--- src/rtl/div_pkg.sv ---
// Shared definitions for the restoring divider: FSM state encoding,
// default operand width and the iteration-counter width helper.
package div_pkg;

    localparam int DEFAULT_WIDTH = 4;

    typedef enum logic [1:0] {
        IDLE = 2'd0,
        ITER = 2'd1,
        DONE = 2'd2
    } state_t;

    // Counter must be able to hold the value WIDTH itself.
    function automatic int cnt_width(input int width);
        return $clog2(width + 1);
    endfunction

    localparam int DEFAULT_CNT_W = cnt_width(DEFAULT_WIDTH);

endpackage

--- src/rtl/div_shift_reg.sv ---
// Partial-remainder / quotient register pair (A:Q) of the restoring divider.
// Supports load (A cleared, Q from dividend), shift-left-with-new-Q0, and hold.
module div_shift_reg #(
    parameter int WIDTH = 4
) (
    input  logic             clk,
    input  logic             rst,
    input  logic             load,
    input  logic             shift,
    input  logic [WIDTH-1:0] load_q,
    input  logic [WIDTH:0]   a_in,
    input  logic             q0,
    output logic [WIDTH:0]   a,
    output logic [WIDTH-1:0] q
);

    // NOTE: sequential state uses non-blocking assignments so every register
    // samples the pre-edge values of its neighbours.
    always_ff @(posedge clk or posedge rst) begin
        if (rst) begin
            a <= '0;
            q <= '0;
        end else if (load) begin
            a <= '0;
            q <= load_q;
        end else if (shift) begin
            a <= a_in;
            q <= (q << 1) | WIDTH'(q0);
        end
    end

endmodule

--- src/rtl/restoring_div.sv ---
// Multi-cycle unsigned restoring divider: one quotient bit per ITER cycle,
// results registered on entry to DONE, divide-by-zero short-circuits to DONE.
module restoring_div
    import div_pkg::*;
#(
    parameter int WIDTH = DEFAULT_WIDTH
) (
    input  logic             clk,
    input  logic             rst,
    input  logic             start,
    input  logic [WIDTH-1:0] dividend,
    input  logic [WIDTH-1:0] divisor,
    output logic [WIDTH-1:0] quotient,
    output logic [WIDTH-1:0] remainder,
    output logic             busy,
    output logic             done,
    output logic             div_zero
);

    localparam int CW = cnt_width(WIDTH);

    state_t           state;
    state_t           state_next;
    logic [CW-1:0]    count;
    logic [WIDTH-1:0] m;
    logic [WIDTH:0]   a;
    logic [WIDTH-1:0] q;

    logic             accept;
    logic             last_iter;
    logic [WIDTH:0]   a_shift;
    logic [WIDTH:0]   trial;
    logic [WIDTH:0]   a_new;
    logic [WIDTH-1:0] q_new;
    logic             q0;
    logic             unused_a_msb;

    // A never exceeds the divisor, so its top bit only matters as the
    // borrow position of the trial subtraction.
    assign unused_a_msb = a[WIDTH];

    assign accept    = (state == IDLE) && start;
    assign last_iter = (state == ITER) && (count == CW'(1));

    // One restoring step: shift A:Q, try subtracting M, keep the result only
    // if it did not borrow.
    always_comb begin
        a_shift = {a[WIDTH-1:0], q[WIDTH-1]};
        trial   = a_shift - {1'b0, m};
        q0      = ~trial[WIDTH];
        a_new   = q0 ? trial : a_shift;
        q_new   = (q << 1) | WIDTH'(q0);
    end

    div_shift_reg #(
        .WIDTH (WIDTH)
    ) u_shift_reg (
        .clk    (clk),
        .rst    (rst),
        .load   (accept),
        .shift  (state == ITER),
        .load_q (dividend),
        .a_in   (a_new),
        .q0     (q0),
        .a      (a),
        .q      (q)
    );

    // NOTE: the default assignment first means every path assigns
    // state_next, so no latch is inferred.
    always_comb begin
        state_next = state;
        case (state)
            IDLE: if (start) state_next = (divisor == '0) ? DONE : ITER;
            ITER: if (count == CW'(1)) state_next = DONE;
            DONE: state_next = IDLE;
            default: state_next = IDLE;
        endcase
    end

    always_ff @(posedge clk or posedge rst) begin
        if (rst) begin
            state     <= IDLE;
            count     <= '0;
            m         <= '0;
            quotient  <= '0;
            remainder <= '0;
            div_zero  <= 1'b0;
        end else begin
            state <= state_next;
            if (accept) begin
                m     <= divisor;
                count <= CW'(WIDTH);
                if (divisor == '0) begin
                    quotient  <= '1;
                    remainder <= dividend;
                    div_zero  <= 1'b1;
                end
            end else if (state == ITER) begin
                count <= count - CW'(1);
            end
            // Final iteration's outcome goes straight into the result registers.
            if (last_iter) begin
                quotient  <= q_new;
                remainder <= a_new[WIDTH-1:0];
                div_zero  <= 1'b0;
            end
        end
    end

    assign busy = (state == ITER);
    assign done = (state == DONE);

endmodule

--- config.mk ---
export PLATFORM = sky130hd
export DESIGN_NAME = restoring_div
export DESIGN_NICKNAME = d
export VERILOG_FILES = /design/src/rtl/div_pkg.sv /design/src/rtl/div_shift_reg.sv /design/src/rtl/restoring_div.sv
export SDC_FILE = /design/constraint.sdc
export NUM_CORES = 1
export LEC_CHECK = 0
export BUFFER_PORTS_ARGS = -buffer_cell sky130_fd_sc_hd__buf_2
export CAP_MARGIN = 5
export CORE_MARGIN = 2
export CORE_UTILIZATION = 60
export CTS_BUF_LIST = sky130_fd_sc_hd__clkbuf_8
export CTS_CLUSTER_DIAMETER = 120
export DETAILED_ROUTE_END_ITERATION = 16
export HOLD_SLACK_MARGIN = 0.08
export PLACE_DENSITY = 0.84
export REMOVE_ABC_BUFFERS = 1
export SLEW_MARGIN = 20
export SYNTH_ARGS = -nofsm -noshare
export SYNTH_HDL_FRONTEND = slang
export SYNTH_SLANG_ARGS = --single-unit
--- constraint.sdc ---
create_clock -name clk -period 7.13 [get_ports clk]
set_clock_uncertainty 0.15 [all_clocks]
set_input_delay 1.426 -clock clk [delete_from_list [all_inputs] [get_ports clk]]
set_output_delay 1.426 -clock clk [all_outputs]
set_load 0.005 [all_outputs]
==> metrics.cfg, run 1 <==
[run_status]
status=completed

[timing]
fin_crit_sh_pct=43.34
grt_setup_unrepaired=no
slew_headroom_pct=36.51
setup_viol=0
fmax_mhz=323.6
max_slew.worst_pin.slew_ns=0.9514
drv_slew=0
finalSetupTns_ns=0
layout_min_cycle_time_ns=3.090
hold_viol=0

[clocking]
numCtsBuffers=3
cts_buffer_depth=2
clk_latency_ns=0.28
post_cts_resized=0
cts_tree=yes
path_clk_slew_ns=0.08
cts-htree-levels=1
cts_root_buffer=clkbuf_8
ctsHoldBuffers=0
postCtsSetupBuffers=0
cts.sinks=26

[die]
die_h_um=51.46
ios=22
initial_core_util_pct=62.28
die_area_mm2=0.002648
die_x_um=51.46
rows=17
core_area_mm2=0.002170

[yosys]
yosys_register_bits=26
seq_area_frac_synth_pct=48.15
synth_area_mm2=0.001351
synthCells=136
synth_cell_types=30
yosys_warnings=0
syn_avg_cell_area_um2=9.936

[power]
intPower_w=0.0004536
p_clk_share_pct=16.6
power_density_mw_per_mm2=481.9
power_switching_w=0.0002844
p_total_w=0.0007380
leakage_nw=0.7213
swShare_pct=38.54
power_frac_seq_pct=36.7
comb_power_share_pct=46.7
ir_drop_v=0.0002945

[critical_path]
crit_family=flip-flops
max_stage_delay_ns=0.60
critPathMaxFanout=13
timing.critical_path.buf_inv=2
required_ns=5.55
start_kind=flop
worstPathCellList=nand2b_1 -> inv_1 -> buf_2
reg2reg_slack_ns=4.42
crit_type=flop to output port
cpMaxStageDelayCell=dfrtp_1
crit_path_end_kind=output port
cp.arrival_ns=1.51

[cells_and_area]
syn_to_final_growth_pct=13.33
regArea_um2=650.6
final_area_mm2=0.001531
finish.cell_count_without_fillers=184
utilization_pct=70.59
nFillCells=173
nNetsFinal=175
antennaDiodeCount=0
multi_input_area_um2=635.6
final_layout_size_suffix_gt1_share_pct=21.15

[global_routing]
grt_pass1_vias=1034
grt-ovfl-total=0
antenna_found_initial=0
grt_max_degree=27
track_usage_pct=22.84
grt_pass1_wl_um=4491

[routing]
wl_per_cell_um=13.87
drc=0
drt-initial-drc-count=33
avgViaCountPerCell=5.587
drt_wl_total_um=2552
postRouteAntennaNets=0
first_pass_iters=4
vias=1028

[placed_design]
io_buffers=21
place_area_mm2=0.001460
gp_congestion=0.8465
hpwl_um=1862
placed_cells=180

[worst_hold_path]
hp-class=flop to flop

[flow_run]
drv_cap=0

## placed cells by master (no fill, tap or decap), drive strengths merged
master / netlist / final
dfrtp: 26 / 26
buf: 3 / 21
nand2: 17 / 17
o21ai: 17 / 17
nor2: 11 / 11
inv: 9 / 9
a21oi: 8 / 8
mux2i: 6 / 6
nor2b: 6 / 6
ha: 6 / 6
nand2b: 3 / 3
xor2: 3 / 3
mux2: 3 / 3
clkbuf: 2 / 3
nand3b: 2 / 2
a211oi: 2 / 2
a22oi: 2 / 2
and3b: 1 / 1
o21bai: 1 / 1
or4: 1 / 1
or2b: 1 / 1
nor3: 1 / 1
xnor2: 1 / 1
a2bb2oi: 1 / 1
or2: 1 / 1
a221o: 1 / 1
fa: 1 / 1
bufinv: 0 / 1
## synthesized netlist by cell type (all sizes together)
| cell type | number | area, um2 |
|---|---|---|
| mux2 | 3 | 33.78 |
| xor2 | 3 | 26.28 |
| o21ai | 17 | 85.08 |
| nor2 | 11 | 43.80 |
| a2bb2oi | 1 | 8.760 |
| fa | 1 | 20.02 |
| a22oi | 2 | 15.01 |
| nand2b | 3 | 18.77 |
| a221o | 1 | 10.01 |
| or2 | 1 | 6.260 |
| dfrtp | 26 | 650.6 |
| nor3 | 1 | 16.27 |
| mux2i | 6 | 60.06 |
| a21oi | 8 | 40.04 |
| or2b | 1 | 8.760 |
| inv | 9 | 33.78 |
| nand3b | 2 | 15.01 |
| and3b | 1 | 8.760 |
| clkbuf | 2 | 7.510 |
| nand2 | 17 | 63.81 |
| o21bai | 1 | 7.510 |
| nor2b | 6 | 37.54 |
| ha | 6 | 75.07 |
| xnor2 | 1 | 8.760 |
| or4 | 1 | 11.26 |
| a211oi | 2 | 15.01 |
| buf | 3 | 23.77 |
## kinds of logic after synthesis
group,count (synthesis),synth area share [%]
compound gates,32,13.43
xor+xnor,4,2.593
fa+ha+maj,7,7.037
buf+inv,14,4.815
flops,26,48.15
mux,9,6.944
simple gates,44,17.04
## layer usage
metal	wire, um	vias up	GRT usage [%]	share of wire (%)
met3	116	5	2.339	4.5
met5	0	-	0	0
met2	1234	30	38.25	48
met4	40	0	8.772	1.6
met1	1161	495	30.50	45
li1	-	498	-	-
## final timing paths
kind | start | depth (start not counted) | endpoint
hold reg to reg | count[1] | 2 | count[1]
setup reg to reg | u_shift_reg.q[3] | 8 | u_shift_reg.a[1]
hold / removal | count[1] | 2 | count[1]
setup / recovery | state[0] | 3 | busy
max in group asynchronous | rst | 2 | state[0]
min in group asynchronous | rst | 2 | quotient[0]
## stage by stage
stage | hold slack, ns | setup WS [ns]
final | 0.3368 | 4.040
after global routing | 0.3983 | 3.889
after CTS | 0.3427 | 4.048
after detailed placement | 0.3231 | 3.825
after global placement | 0.3137 | 3.957
after floorplan | 0.2998 | 4.166
## cell type report
class / instances / share of cell area [%]
Timing Repair Buffer: 21 / 6.863
Clock buffer: 3 / 2.696
Inverter: 9 / 2.206
Clock inverter: 1 / 1.961
Multi-Input combinational cell: 96 / 41.50
Sequential cell: 26 / 42.48
Tap cell: 28 / 2.288
## worst min-delay path, delay by kind of cell (launching register included)
family | cells | cell delay (ns)
DFF | 1 | 0.35
and+or+nand+nor | 1 | 0.04
AOI/OAI and AO/OA | 1 | 0.06
## flip-flops by register name, indices dropped and copies added, names as in the netlist
name / cells
div_zero: 1
m: 4
quotient: 4
u_shift_reg.q: 4
count: 3
state: 2
u_shift_reg.a: 4
remainder: 4
## power groups by stage
stage	logic [W]	clock network, W	registers, W
2_1_floorplan	0.000252	0	0.000264
5_1_grt	0.000404	0.000128	0.000280
3_5_place_dp	0.000346	0	0.000274
4_1_cts	0.000347	0.000124	0.000271
6_report	0.000345	0.000122	0.000271
3_3_place_gp	0.000329	0	0.000271
(Power assumes the default switching activity.)
==> run 2: changes to the inputs <==
Settings changed: ABC_AREA set to 1, CORE_ASPECT_RATIO set to 2, CORE_UTILIZATION 60 to 52, PLACE_DENSITY 0.84 to 0.77.
Clock period 7.13 ns to 2.8 ns, I/O delays scaled along.
==> run 2 against run 1 <==
  * Area after synthesis rose by 3.9%
  * First-iteration DRC count increased by 73%
  * Via count is 21% higher
  * Synthesized cell count grew 32%
  * Sequential power rose by 140%
  * Critical path depth decreased by 1
  * Final cell count grew 25%
==> metrics.cfg, run 2 <==
[timing]
max_slew.worst_pin.slew_ns=0.5317  ; -0.4197 ns
finalSetupTns_ns=0  ; unchanged
slew_headroom_pct=64.52  ; +28 points
layout_min_cycle_time_ns=2.088
hold_ws_ns=0.1712  ; -0.1656 ns
fin_crit_sh_pct=74.58
hold_viol=0  ; unchanged
setup_viol=0  ; unchanged
fmax_mhz=478.9
grt_setup_unrepaired=no
drv_slew=0  ; unchanged

[critical_path]
crit_type=flop to output port
max_stage_delay_ns=0.46  ; -0.14 ns
critPathMaxFanout=11  ; -2
worstPathCellList=nor2_2 -> buf_2
cp.arrival_ns=1.38  ; -0.13 ns
crit_path_end_kind=output port
reg2reg_to=u_shift_reg.a[0]
r2r-start=u_shift_reg.q[3]
ff2ff_path_depth=12  ; +4
start_kind=flop
required_ns=2.09  ; -3.46 ns
reg2reg_slack_ns=0.78  ; -3.64 ns
cpMaxStageDelayCell=nor2_2

[power]
p_total_w=0.001999  ; +170%
leakage_nw=0.8754  ; +21%
power_density_mw_per_mm2=1246  ; +160%
ir_drop_v=0.0006755  ; +130%

[yosys]
async_flop_share_pct=100.0  ; unchanged
yosysTopAreaCell=dfrtp_1
synth_area_mm2=0.001404  ; +3.9%
ys.flop_type=dfrtp_1
synth_most_common_cell=nand2_1
seq_area_frac_synth_pct=46.35  ; -1.8 points
synth-edff-count=0  ; unchanged
synth_top_area_share_pct=46.35  ; -1.8 points
yosys-top-cells-area=dfrtp_1, nand2_1, inv_1
synth_cell_types=22  ; -27%
syn_avg_cell_area_um2=7.843  ; -21%
synth_commonest_cells=nand2_1, inv_1, dfrtp_1, nand3_1, nor2_1
yosys_warnings=0  ; unchanged
yosys_register_bits=26  ; unchanged
synthCells=179  ; +32%

[clocking]
cts_root_buffer=clkbuf_8
cts.sinks=26  ; unchanged
numCtsBuffers=3  ; unchanged
cts-htree-levels=1  ; unchanged
clk_latency_ns=0.27  ; about the same
cts_tree=yes
path_clk_slew_ns=0.09  ; about the same
post_cts_resized=0  ; unchanged
cts_buffer_depth=2  ; unchanged
postCtsSetupBuffers=0  ; unchanged
ctsHoldBuffers=0  ; unchanged

[cells_and_area]
final_cell_mix=nand2_1, inv_1, dfrtp_1, buf_2, nand3_1
final_layout_size_suffix_gt1_share_pct=19.31  ; -1.8 points
final_area_mm2=0.001604  ; +4.7%
nFillCells=242  ; +40%
utilization_pct=62.41  ; -8.2 points
multi_input_area_um2=610.6  ; -3.9%
antennaDiodeCount=0  ; unchanged
regArea_um2=650.6  ; unchanged
syn_to_final_growth_pct=14.26
nNetsFinal=221  ; +26%
final_common_cell=nand2_1

[die]
core_area_mm2=0.002570  ; +18%
initial_core_util_pct=54.63  ; -7.7 points
die_x_um=40.74  ; -21%
die_h_um=77.48  ; +51%
ios=22  ; unchanged
rows=26  ; +9
die_area_mm2=0.003157  ; +19%

[routing]
postRouteAntennaNets=0  ; unchanged
avgViaCountPerCell=5.400  ; -3.3%
drt-initial-drc-count=57  ; +73%
drc=0  ; unchanged
wl_per_cell_um=14.03  ; +1.2%
vias=1242  ; +21%
first_pass_iters=4  ; unchanged
drt_wl_total_um=3227  ; +26%

[global_routing]
grt_pass1_vias=1265  ; +22%
grt-ovfl-total=0  ; unchanged
track_usage_pct=24.50  ; +1.7 points
grt_max_degree=27  ; unchanged
grt_pass1_wl_um=5402  ; +20%
antenna_found_initial=0  ; unchanged

[run_status]
status=completed

[flow_run]
drv_cap=0  ; unchanged

[placed_design]
io_buffers=21  ; unchanged
place_area_mm2=0.001533  ; +5.0%
gp_congestion=0.8506  ; +0.48%
hpwl_um=2547  ; +37%

[worst_hold_path]
hp-class=primary input to asynchronous set/reset pin

-- run 2: cell count changes after synthesis, sizes merged, moves of 6 or more --
| cell | previous run | this run |
|---|---|---|
| inv | 9 | 33 |
| nor2b | 6 | 0 |
| nor2 | 11 | 17 |
| o21ai | 17 | 11 |
| nand2 | 17 | 50 |
| mux2i | 6 | 0 |
| nand3 | 0 | 18 |
-- run 2: cell type report --
class / count / area share (%)
sequential: 26 / 40.56
clock inverter: 1 / 1.872
timing repair buffer: 22 / 7.020
tap: 28 / 2.184
inverter: 33 / 7.722
clock buffer: 3 / 2.574
multi-input combinational: 117 / 38.07
-- run 2: power breakdown --
group | switching, W | internal (W) | leakage, nW | total [W]
sequential | 0.0000973 | 0.000550 | 0.317 | 0.000647
combinational | 0.000658 | 0.000386 | 0.523 | 0.00104
clock | 0.000116 | 0.000191 | 0.0357 | 0.000308
total | 0.000871 | 0.00113 | 0.875 | 0.00200
-- run 2: per-layer routing --
| layer | global-route usage (%) | up-vias | wire [um] | share of wire, % |
|---|---|---|---|---|
| li1 | - | 615 | - | - |
| met1 | 26.90 | 593 | 1131 | 35 |
| met2 | 43.17 | 25 | 1925 | 60 |
| met3 | 2.857 | 9 | 84 | 2.6 |
| met4 | 10.00 | 0 | 85 | 2.6 |
| met5 | 0 | - | 0 | 0 |
-- run 2: how the worst max path moves through the flow --
stage,start,endpoint,slack (ns),depth (start not counted)
finish,state[1],busy,0.71,2
global route,u_shift_reg.q[3],remainder[3],0.58,12
floorplan,m[0],remainder[2],1.0,10
global placement,m[0],remainder[2],0.82,10
CTS,state[1],busy,0.72,2
detailed placement,u_shift_reg.q[3],remainder[1],0.81,11
-- run 2: worst max-delay path, delay by kind of cell (launching register included) --
family / cells / cell delay [ns]
DFF: 1 / 0.43
buffers and inverters: 1 / 0.21
and+or+nand+nor: 1 / 0.46
-- run 2: logic make-up after synthesis --
| logic type | after synthesis | synth area share, % |
|---|---|---|
| fa+ha+maj | 7 | 6.774 |
| flops | 26 | 46.35 |
| simple gates | 86 | 26.74 |
| buf+inv | 36 | 10.16 |
| compound gates | 24 | 9.983 |
-- run 2: stage by stage --
| step | std cells | worst slack [ns] |
|---|---|---|
| after floorplan | 176 | 0.9959 |
| after global placement | 226 | 0.8177 |
| after detailed placement | 226 | 0.8098 |
| after CTS | 230 | 0.7240 |
| after global routing | 230 | 0.5762 |
| final | 230 | 0.7118 |
==> run 3: changes to the inputs <==
Settings changed: CORE_ASPECT_RATIO 2 to not set, CORE_UTILIZATION 52 to 58, PLACE_DENSITY 0.77 to 0.81.
Clock period 2.8 ns to 1.95 ns, I/O delays scaled along.
==> run 3 against run 2 <==
  * Design area rose by 9.7%
  * Die area decreased by 10%
  * Register-to-register slack got worse by 0.78 ns
  * Utilization increased by 16 points
  * Final cell count up 2.2%
  * Sequential share of layout area is 3.6 points lower
  * Non-clock buffer count rose by 5
  * Count of clock-buffer cells in the layout increased by 1
  * Critical endpoint is now u_shift_reg.a[0]
==> metrics.cfg, run 3 (synthesis results as in run 2) <==
[power]
p_clk_share_pct=10.3  ; -5.1 points
power_switching_w=0.001581  ; +81%
power_density_mw_per_mm2=1889  ; +52%
swShare_pct=47.59  ; +4.0 points
ir_drop_v=0.001190  ; +76%
leakage_nw=0.9224  ; +5.4%
intPower_w=0.001742  ; +55%
power_frac_seq_pct=28.2  ; -4.2 points
comb_power_share_pct=61.4  ; +9.2 points

[die]
core_area_mm2=0.002255  ; -12%
die_h_um=53.20  ; -31%
die_x_um=53.20  ; +31%
rows=17  ; -35%
ios=22  ; unchanged
initial_core_util_pct=62.26  ; +7.6 points
die_area_mm2=0.002830  ; -10%

[placed_design]
gp_congestion=0.9228  ; +8.5%
hpwl_um=2347  ; -7.8%
io_buffers=21  ; unchanged
post-place-ws_ns=-0.05751  ; -0.8673 ns

[cells_and_area]
final_cell_mix=nand2_1, inv_1, dfrtp_1, buf_2, nor2_1
syn_to_final_growth_pct=25.31
final_common_cell=nand2_1
nNetsFinal=226  ; +2.3%
final_layout_size_suffix_gt1_share_pct=29.95  ; +11 points
utilization_pct=78.02  ; +16 points
antennaDiodeCount=0  ; unchanged

[clocking]
cts_root_buffer=clkbuf_8
cts.sinks=26  ; unchanged
cts_buffer_depth=2  ; unchanged
path_clk_slew_ns=0.09  ; about the same
numCtsBuffers=3  ; unchanged
cts_tree=yes
cts-htree-levels=1  ; unchanged
clk_latency_ns=0.27  ; about the same

[global_routing]
grt_util_met2_pct=44.79  ; +1.6 points
grtUsageMet3_pct=3.955  ; +1.1 points
track_usage_pct=26.18  ; +1.7 points
met1_usage_pct=32.46  ; +5.6 points
grt-ovfl-total=0  ; unchanged
antenna_found_initial=0  ; unchanged
grt_pass1_wl_um=5313  ; -1.6%
busiest_layer=met2
grt_pass1_vias=1262  ; -0.24%
grt_max_degree=27  ; unchanged

[flow_run]
drv_cap=0  ; unchanged

[timing]
fmax_mhz=512.9
finalSetupTns_ns=0  ; unchanged
hold_viol=0  ; unchanged
fin_crit_sh_pct=99.98
setup_viol=0  ; unchanged
max_slew.worst_pin.slew_ns=0.3306  ; -0.2011 ns
slew_headroom_pct=77.96  ; +13 points
layout_min_cycle_time_ns=1.950
setup_ws_ns=0.0003062  ; -0.7115 ns
drv_slew=0  ; unchanged
grt_setup_unrepaired=yes

[critical_path]
crit_path_end_kind=flop
reg2reg_to=u_shift_reg.a[0]
required_ns=2.00  ; -0.09 ns
ff2ff_path_depth=12  ; unchanged
start_kind=flop
reg2reg_slack_ns=0.0003  ; -0.78 ns
cpMaxStageDelayCell=fa_2
critPathLaunch=u_shift_reg.q[3]
r2r-start=u_shift_reg.q[3]
critPathCapture=u_shift_reg.a[0]
worstPathCellList=inv_1 -> ha_2 -> fa_2 -> inv_4 -> nand2_4 -> nand2_4 -> nand3_4 -> nand2_4 -> nand2_1 -> nand2_1 -> nand2_1 -> o21ai_1
crit_type=flop to flop
max_stage_delay_ns=0.39  ; -0.07 ns
critPathMaxFanout=3  ; -8
cp.arrival_ns=2.00  ; +0.62 ns

[routing]
first_pass_iters=5  ; +1
drt-initial-drc-count=50  ; -12%
vias=1307  ; +5.2%
drc=0  ; unchanged
wl_per_cell_um=14.30  ; +1.9%
postRouteAntennaNets=0  ; unchanged
avgViaCountPerCell=5.562  ; +3.0%
drt_wl_total_um=3361  ; +4.2%

[run_status]
status=completed

[worst_hold_path]
hp-class=primary input to flop

==> run 3: changes by cell type in the layout (fill, tap and decap cells not counted), sizes merged <==
cell,delta
buf,+4
bufinv,-1
clkbuf,+1
dlygate4sd3,+1
==> run 3: worst min path at each step <==
stage	start	end	slack, ns	cells past startpoint
floorplan	rst	count[0]	0.28	1
global placement	rst	count[2]	0.30	3
detailed placement	rst	count[2]	0.31	3
CTS	divisor[1]	m[1]	0.19	3
global route	divisor[1]	m[1]	0.20	3
finish	divisor[0]	m[0]	0.19	3
==> run 3: power by group through the flow <==
stage | Sequential, W | Combinational (W) | Clock [W]
floorplan | 0.000919 | 0.00108 | 0
global placement | 0.000921 | 0.00144 | 0
detailed placement | 0.000939 | 0.00150 | 0
CTS | 0.000929 | 0.00153 | 0.000350
global route | 0.000961 | 0.00226 | 0.000371
finish | 0.000939 | 0.00204 | 0.000343
==> run 3: critical path, delay by kind of cell (launching register included) <==
kind	cells	cell delay (ns)
buffers and inverters	2	0.14
adder cells (fa/ha/maj)	2	0.57
AND/OR/NAND/NOR	7	0.55
AO/OA/AOI/OAI	1	0.07
flip-flops	1	0.38
==> run 3: timing repair <==
item | in CTS | in global routing
buffers inserted | 0 | 2
hold endpoints to repair | 26 | 0
hold buffers | 1 | 0
setup endpoints to repair | 10 | 10
pin swaps | 0 | 7
gates resized for setup | 2 | 30
==> run 3: area by class of cell <==
| type | count | area, um2 |
|---|---|---|
| tap | 28 | 35.03 |
| inverter | 33 | 126.4 |
| sequential | 26 | 650.6 |
| timing repair buffer | 27 | 152.6 |
| fill | 156 | 495.5 |
| clock buffer | 4 | 55.05 |
| multi-input combinational | 117 | 739.5 |
==> run 3: metrics by stage <==
stage | hold WS, ns | area [um2] | std cells | power (W)
floorplan | 0.2800 | 1385 | 176 | 0.002000
global placement | 0.3013 | 1548 | 228 | 0.002358
detailed placement | 0.3070 | 1548 | 228 | 0.002439
CTS | 0.1903 | 1618 | 233 | 0.002808
global route | 0.2012 | 1759 | 235 | 0.003589
finish | 0.1918 | 1759 | 235 | 0.003323
==> run 3: layer usage <==
metal | share of wire (%) | routed length, um | vias to the layer above
met1 | 39 | 1311 | 615
met5 | 0 | 0 | -
met3 | 5.7 | 191 | 17
met2 | 52 | 1763 | 57
li1 | - | - | 618
met4 | 2.8 | 95 | 0
